$ cat config.mk
export PLATFORM = sky130hd
export DESIGN_NAME = ecmac_pe_param
export DESIGN_NICKNAME = d
export VERILOG_FILES = /design/src/rtl/ecmac_pkg.sv /design/src/rtl/ecmac_sat_add.sv /design/src/rtl/ecmac_pe_param.sv
export SDC_FILE = /design/constraint.sdc
export NUM_CORES = 1
export LEC_CHECK = 0
export ABC_AREA = 1
export BUFFER_PORTS_ARGS = -buffer_cell sky130_fd_sc_hd__buf_4
export CAP_MARGIN = 20
export CELL_PAD_IN_SITES_DETAIL_PLACEMENT = 0
export CELL_PAD_IN_SITES_GLOBAL_PLACEMENT = 1
export CORE_UTILIZATION = 40
export CTS_BUF_LIST = sky130_fd_sc_hd__clkbuf_4 sky130_fd_sc_hd__clkbuf_8
export DETAILED_ROUTE_END_ITERATION = 16
export HOLD_SLACK_MARGIN = 0.1
export PLACE_DENSITY = 0.85
export SKIP_LAST_GASP = 1
export SLEW_MARGIN = 20
export SYNTH_ARGS = -nofsm -noshare
export SYNTH_HDL_FRONTEND = slang
export SYNTH_HIERARCHICAL = 1
export SYNTH_SLANG_ARGS = --single-unit
$ cat constraint.sdc
create_clock -name clk -period 4.2 [get_ports clk]
set_clock_uncertainty 0.15 [all_clocks]
set_input_delay 0.84 -clock clk [delete_from_list [all_inputs] [get_ports clk]]
set_output_delay 0.84 -clock clk [all_outputs]
set_load 0.01 [all_outputs]
$ cat src/rtl/ecmac_pkg.sv
// ecmac_pkg
// Shared definitions for the error-compensation MAC processing element.
//   pe_state_t   : alarm FSM state (ST_NORMAL / ST_ALARM)
//   DATA_W_DEF   : default weight/activation width
//   ACC_W_DEF    : default partial-sum width
//   prod_width() : product width for a given operand width
package ecmac_pkg;

  typedef enum logic {
    ST_NORMAL = 1'b0,
    ST_ALARM  = 1'b1
  } pe_state_t;

  localparam int DATA_W_DEF = 8;
  localparam int ACC_W_DEF  = 24;

  // Unsigned DATA_W x DATA_W product never needs more than twice the width.
  function automatic int prod_width(input int data_w);
    return 2 * data_w;
  endfunction

endpackage

$ cat src/rtl/ecmac_sat_add.sv
// ecmac_sat_add
// Three-operand unsigned adder producing an ACC_W-bit partial sum.
// Ports:
//   a   in  ACC_W  incoming partial sum
//   b   in  OPD_W  own product (or 0 when deferred)
//   c   in  OPD_W  upstream compensation product (or 0)
//   sum out ACC_W  wrapped (SATURATE=0) or clamped (SATURATE!=0) sum
module ecmac_sat_add
  import ecmac_pkg::*;
#(
  parameter int ACC_W    = ACC_W_DEF,
  parameter int OPD_W    = prod_width(DATA_W_DEF),
  parameter int SATURATE = 0
) (
  input  logic [ACC_W-1:0] a,
  input  logic [OPD_W-1:0] b,
  input  logic [OPD_W-1:0] c,
  output logic [ACC_W-1:0] sum
);

  // Two guard bits: a + b + c < 3 * 2^ACC_W because OPD_W <= ACC_W.
  localparam int SUM_W = ACC_W + 2;

  logic [SUM_W-1:0] sum_wide;
  logic             overflow;

  always_comb begin
    sum_wide = SUM_W'(a) + SUM_W'(b) + SUM_W'(c);
    overflow = |sum_wide[SUM_W-1:ACC_W];
    sum      = sum_wide[ACC_W-1:0];
    if ((SATURATE != 0) && overflow) begin
      sum = '1;
    end
  end

endmodule

$ cat src/rtl/ecmac_pe_param.sv
// ecmac_pe_param
// Weight-stationary MAC processing element with timing-error compensation.
// On a local timing error the own product is passed downstream instead of
// being accumulated; a product deferred by the upstream PE is always added.
// Ports:
//   clk, rst_n                    clock, asynchronous active-low reset
//   w_load, w_data                weight register load
//   in_valid                      qualifies activation/partial_sum_in/error_*_in
//   activation                    streaming activation
//   partial_sum_in                partial sum from upstream
//   error_product_in, error_in    product deferred by upstream
//   timing_err                    local detector flag for the stage-1 result
//   err_clr                       clears alarm and error counters
//   next_activation, next_valid   activation forwarded to neighbour (1 cycle)
//   out_valid                     qualifies partial_sum_out/error_*_out (2 cycles)
//   partial_sum_out               partial sum to downstream
//   error_product_out, error_out  own product deferred this result
//   degraded                      alarm FSM state (1 = ST_ALARM)
//   err_count                     saturating total of local errors
//
// Handshake: in_valid is a one-cycle qualifier with no ready; every valid
// input is accepted and produces exactly one out_valid pulse two cycles later.
module ecmac_pe_param
  import ecmac_pkg::*;
#(
  parameter int DATA_W    = DATA_W_DEF,
  parameter int ACC_W     = ACC_W_DEF,
  parameter int SATURATE  = 0,
  parameter int ERR_LIMIT = 3,
  parameter int ERR_CNT_W = 8,
  localparam int PROD_W   = prod_width(DATA_W)
) (
  input  logic              clk,
  input  logic              rst_n,
  input  logic              w_load,
  input  logic [DATA_W-1:0] w_data,
  input  logic              in_valid,
  input  logic [DATA_W-1:0] activation,
  input  logic [ACC_W-1:0]  partial_sum_in,
  input  logic [PROD_W-1:0] error_product_in,
  input  logic              error_in,
  input  logic              timing_err,
  input  logic              err_clr,
  output logic [DATA_W-1:0] next_activation,
  output logic              next_valid,
  output logic              out_valid,
  output logic [ACC_W-1:0]  partial_sum_out,
  output logic [PROD_W-1:0] error_product_out,
  output logic              error_out,
  output logic              degraded,
  output logic [ERR_CNT_W-1:0] err_count
);

  localparam int CONSEC_W = $clog2(ERR_LIMIT + 1);
  localparam logic [CONSEC_W-1:0] CONSEC_MAX = CONSEC_W'(ERR_LIMIT);

  logic [DATA_W-1:0]   weight;
  logic                s1_valid;
  logic [DATA_W-1:0]   s1_act;
  logic [ACC_W-1:0]    s1_psum;
  logic [PROD_W-1:0]   s1_eprod;
  logic                s1_err_in;
  logic [PROD_W-1:0]   s1_prod;

  logic [PROD_W-1:0]   own_add;
  logic [PROD_W-1:0]   comp;
  logic [ACC_W-1:0]    sum;
  logic                local_err;

  pe_state_t           state;
  logic [CONSEC_W-1:0] consec;

  // Stage 1: capture operands and the product with the weight held before
  // this edge, so a coincident w_load only affects later inputs.
  always_ff @(posedge clk or negedge rst_n) begin
    if (!rst_n) begin
      weight    <= '0;
      s1_valid  <= 1'b0;
      s1_act    <= '0;
      s1_psum   <= '0;
      s1_eprod  <= '0;
      s1_err_in <= 1'b0;
      s1_prod   <= '0;
    end else begin
      if (w_load) begin
        weight <= w_data;
      end
      s1_valid <= in_valid;
      if (in_valid) begin
        s1_act    <= activation;
        s1_psum   <= partial_sum_in;
        s1_eprod  <= error_product_in;
        s1_err_in <= error_in;
        s1_prod   <= PROD_W'(weight) * PROD_W'(activation);
      end
    end
  end

  assign next_activation = s1_act;
  assign next_valid      = s1_valid;

  // Upstream compensation applies regardless of the local error.
  assign comp      = s1_err_in ? s1_eprod : '0;
  assign own_add   = timing_err ? '0 : s1_prod;
  assign local_err = s1_valid & timing_err;

  ecmac_sat_add #(
    .ACC_W    (ACC_W),
    .OPD_W    (PROD_W),
    .SATURATE (SATURATE)
  ) u_add (
    .a   (s1_psum),
    .b   (own_add),
    .c   (comp),
    .sum (sum)
  );

  // Stage 2: outputs hold between results; only out_valid drops.
  always_ff @(posedge clk or negedge rst_n) begin
    if (!rst_n) begin
      out_valid         <= 1'b0;
      partial_sum_out   <= '0;
      error_product_out <= '0;
      error_out         <= 1'b0;
    end else begin
      out_valid <= s1_valid;
      if (s1_valid) begin
        partial_sum_out   <= sum;
        error_out         <= timing_err;
        error_product_out <= timing_err ? s1_prod : '0;
      end
    end
  end

  // Alarm FSM with consecutive and total error counters. err_clr wins over a
  // coincident error: that error is compensated above but never counted.
  always_ff @(posedge clk or negedge rst_n) begin
    if (!rst_n) begin
      state     <= ST_NORMAL;
      consec    <= '0;
      err_count <= '0;
    end else if (err_clr) begin
      state     <= ST_NORMAL;
      consec    <= '0;
      err_count <= '0;
    end else begin
      if (s1_valid) begin
        if (timing_err) begin
          if (consec != CONSEC_MAX) begin
            consec <= consec + 1'b1;
          end
          if (err_count != '1) begin
            err_count <= err_count + 1'b1;
          end
        end else begin
          consec <= '0;
        end
      end
      case (state)
        ST_NORMAL: begin
          if (local_err && ((int'(consec) + 1) >= ERR_LIMIT)) begin
            state <= ST_ALARM;
          end
        end
        ST_ALARM: begin
          state <= ST_ALARM;
        end
        default: begin
          state <= ST_NORMAL;
        end
      endcase
    end
  end

  assign degraded = (state == ST_ALARM);

endmodule

# [Yosys cells after proc, flatten, opt, wreduce, memory -nomap -nowiden]
# Index checks and enable logic that the tools add are counted.
[word_totals] register_bits=127 latch_bits=0 ram_bits=0 rom_bits=0 inputBits=63 out_inout_bits=60 wordCells=46 mem_count=0
[op_classes] add_sub_neg=5 n_mul=1 div=0 n_lt_le_gt_ge=1 n_eq_ne=3 n_shift=0 mux=14 n_bitwise=2 reduce_logical=6
[ops] op="adder 24 x 16 -> 24 bit" count=2
[ops] op="2-to-1 mux 16 bit" count=3
[ops] op="2-to-1 mux 8 bit" count=4
[ops] op="multiplier 8 x 8 -> 16 bit" count=1
[ops] op="adder 8 x 1 -> 8 bit, second input constant" count=1
[ops] op="2-to-1 mux 2 bit" count=4
[ops] op="!= test 8 bit, second input constant" count=1
[ops] op="nonzero test 2 bit" count=3
[ops] op="adder 2 x 1 -> 3 bit, second input constant" count=1
[ops] op=">= comparator 3 x 2 -> 1 bit, second input constant" count=1
[ops] op="!= test 3 x 1 -> 1 bit, second input constant" count=1
[ops] op="AND reduction 3 bit" count=1
[ops] op="adder 2 x 1 -> 2 bit, second input constant" count=1
[ops] op="2-to-1 mux 1 bit" count=2
[ops] op="!= test 2 bit, second input constant" count=1
[ops] op="one-hot mux 1 bit (2 select lines)" count=1
[ops] op="AND reduction 2 bit" count=1
[ops] op="bitwise AND 1 bit" count=1
[ops] op="logical AND 1 bit" count=1
[ops] op="inverter 1 bit" count=1

# [Longest topological paths before layout]
[depth] depth_word=6 mapped_depth=21 depth_no_buf=20

# [By module]
# Netlist, hierarchy kept.
[modules_own_cells] mod="ecmac_pe_param" instances=1 cells_each=966 area_each_um2=7524.7 seq_area_each_um2=3178.0
[modules_own_cells] mod="ecmac_sat_add" instances=1 cells_each=301 area_each_um2=1757.9 seq_area_each_um2=0.0

# [Least setup slack after synthesis]
# No wires, ideal clock.
[synth_timing] path_kind="input-to-reg" start="in activation[7]" end="reg s1_prod[15]" setup_time_ps=118 arrival_ps=4324 required_ps=3932 setup_slack_ps=-392 cell_stages=19 path_buffers=1 path_cell_list="clkbuf_1 nand2_1 fa_1 fa_1 inv_1 fa_1 inv_1 fa_1 inv_1 ha_1 nand2_1 nor2_1 inv_1 nor2_1 nand2_1 nand3_1 nand2_1 nand3_1 nand2_1"
[synth_between] elab_chain_cells=1
[synth_rtl] element="start: declaration" line="ecmac_pe_param.sv:38" text="input logic [DATA_W-1:0] activation,"
[synth_rtl] element="multiplier 8 x 8 -> 16 bit" line="ecmac_pe_param.sv:94" text="s1_prod <= PROD_W'(weight) * PROD_W'(activation);"
[synth_rtl] element="end signal: assignment" line="ecmac_pe_param.sv:94"
[synth_rtl] element="end: declaration" line="ecmac_pe_param.sv:63" text="logic [PROD_W-1:0] s1_prod;"
# Every way passes these cells.
# A chain may end at the register's enable or synchronous reset.

# [Final worst setup path]
[layout_timing] start="reg weight[2]" end="reg s1_prod[14]"
[layout_between] elab_chain_cells=1
[layout_rtl] element="start: declaration" line="ecmac_pe_param.sv:57" text="logic [DATA_W-1:0] weight;"
[layout_rtl] element="start signal: assignment" line="ecmac_pe_param.sv:86" text="weight <= w_data;"
[layout_rtl] element="multiplier 8 x 8 -> 16 bit" line="ecmac_pe_param.sv:94"
# Every way passes these cells.

==> metrics <==
status=finished, final reports clean; fmax=253.0 MHz; Worst R2R Start=weight[2]$_DFFE_PN0P_; Rows=55; Synth cell types=35; drt total wl=23050 microns; Cells after Synth=1267; async set-reset flop share out of synthesis=1.000; Vias/cell=4.626; Synth area leader=dfrtp_1; highest routed layer=met4; Worst Path Max Fanout=9; Antenna Violating Nets Remaining=0; clock-pin slew on the worst setup and hold paths=0.08 ns; # fillers=2288; Worst Setup Start Kind=flop; routability cong.=0.8715; Die Wd=154.3 microns; synth top area cells=dfrtp_1 34%, nand2_1 21%, fa_1 11%; H-Tree Depth=4; number of synthesized flops with an enable pin=0; clk buf depth=2; most common cell after layout, fill and taps aside=nand2_1; Metal-1 WL=10850 microns; Placement Cell Area=10710 sq um; initial antenna violation count=0; yosys warns=6; Final Net Count=1566; area of the multi-input gates=5109 sq um; CTS tree=done; # placed instances=1660; Slew Limit Fails=0; Core Region=22710 sq um; wire per inst=13.62 microns; worst setup path startpoint=weight[2]$_DFFE_PN0P_; CP required=4.39 ns; Yosys top cell area share=0.3424; Setup TNS Final=0 ns; number of global-route vias before repair=7733; first-pass GRT wire length=38660 microns; Initial DRT Pass Iterations=5; Initial DRC Count=320; min-delay worst type=input port to async pin; measured slew at the worst slew-check pin=0.8959 ns; Worst EP arrival=4.14 ns; hold slack=0.2747 ns; largest net degree at the start of global routing=77; max_cap viols=0; Worst-Skew Late Latency=0.45 ns; Root Buffer=clkbuf_8; DIE HEIGHT=154.3 microns; sequential share of the synthesized area=0.3424; cell area after synthesis=9283 sq um; CTS buffer count=17; max_slew headroom=0.4027; CTS-repair resized insts=0; Routed met3 length=949 microns; grt ovf=0; FF/Latch Area=3178 sq um; Power Total=5.654 mW; final setup fails=0; Avg Synthesized Cell Area=7.326 sq um; final critical-path share of the clock period=0.9413; gr usage total=0.2058; routed vias=7827; Syn Nets=1439; worst reg2reg setup slack=0.25 ns; # hold bufs at CTS=0; synthesis-to-finish area growth=19.75%; Die Footprint=23820 sq um; number of synthesized register bits=127; final std cells w/o fill=1692; Crit. End Element=flop; IO Pins=123; WS Path Type=flop to flop; Post-CTS Repair Setup Buffers=0; DPL Wire Length=18280 microns; unrepaired setup endpoints after global routing=false; Max VDD drop=0.2371 mV; Leak=6.595 nW; Met2 Routed Length=10930 microns; ANT cells=0; initial core utilization=0.4088; share of layout cells above drive strength 1=0.1777; fin area=11120 sq um; IO Port Bufs=122; ys flop type=dfrtp_1; Tmin final=3.953 ns; PD cells=508.7 nW/um^2; total clock sinks=127; Hold Vio Cnt, Final=0; most frequent cells in the layout=515 x nand2_1, 227 x inv_1, 150 x buf_4; Post-route DRC=0
## cell usage after synthesis, types with 2 or more instances
master	number
nand3b_1	3
a21oi_1	18
buf_2	4
buf_1	3
nand4_1	11
nand3_1	43
ha_1	56
inv_2	7
o21ai_1	18
nor2_1	51
o21ai_2	2
nor2_2	3
xor2_1	12
inv_1	230
nor2_4	5
mux2_2	7
nor3_1	5
nand2_2	13
dfrtp_1	127
o22ai_1	4
xnor2_1	2
nand2_1	522
fa_1	53
o21ai_0	17
a21oi_2	2
clkbuf_1	36
nand3_2	5
## flip-flops by register name, indices dropped and copies added, names as in the netlist
signal / cells
next_activation: 8
s1_eprod: 16
s1_err_in: 1
weight: 8
partial_sum_out: 24
error_out: 1
error_product_out: 16
next_valid: 1
out_valid: 1
degraded: 1
s1_prod: 16
err_count: 8
s1_psum: 24
consec: 2
## power by group
| part | total, mW | internal [mW] | switching, mW |
|---|---|---|---|
| Clock | 1.11 | 0.552 | 0.560 |
| Combinational | 2.94 | 1.23 | 1.71 |
| Sequential | 1.60 | 1.45 | 0.146 |
## kinds of logic (layout without fill, tap and decap cells)
kind of cell	Yosys count	in the layout	share of synthesized area
AND/OR/NAND/NOR	664	664	0.2922
buffers and inverters	283	423	0.1171
flip-flops	127	127	0.3424
adder cells (fa/ha/maj)	109	109	0.1898
AO/OA/AOI/OAI	63	63	0.03680
XOR/XNOR	14	14	0.01321
multiplexers	7	7	0.008492
## through the flow
stage,utilization,setup WS [ns]
after floorplan,-,-0.02563
after global placement,0.4716,-0.1155
after detailed placement,0.4716,-0.1560
after CTS,0.4894,0.2245
after global routing,0.4895,0.01221
final,0.4895,0.2467
## layout make-up
cell class | count | share of cell area
inverters | 240 | 0.08296
clock inverters | 14 | 0.01407
clock buffers | 18 | 0.02229
well taps | 285 | 0.03208
multi-input cells | 857 | 0.4596
flip-flops and latches | 127 | 0.2859
repair buffers | 151 | 0.1031
## final timing paths
check	depth (start not counted)	to
max reg2reg	18	s1_prod[14]$_DFFE_PN0P_
max in group asynchronous	2	next_activation[2]$_DFFE_PN0P_
min in group clk	2	s1_eprod[10]$_DFFE_PN0P_
max	18	s1_prod[14]$_DFFE_PN0P_
min reg2reg	2	s1_eprod[10]$_DFFE_PN0P_
min	1	partial_sum_out[15]$_DFFE_PN0P_
## critical path: stages, from the launching register on
cell and delay (ns):
dfrtp_1 0.59, nand2_4 0.08, fa_1 0.50, fa_1 0.51, inv_1 0.05, fa_1 0.47, inv_1 0.05, fa_1 0.49
inv_2 0.05, ha_4 0.29, nand2_1 0.05, nand2_1 0.08, nand2_1 0.05, nand2_1 0.08, nand2_1 0.09, nand3_1 0.09
nand2_1 0.05, nand3_1 0.06, nand2_1 0.06
## layer usage
layer / global-route usage / vias to the layer above
met4: 0.04668 / 0
met3: 0.04175 / 25
met2: 0.3476 / 161
met5: 0 / -
li1: - / 4037
met1: 0.2719 / 3604
Power figures use the tool's default switching activity.
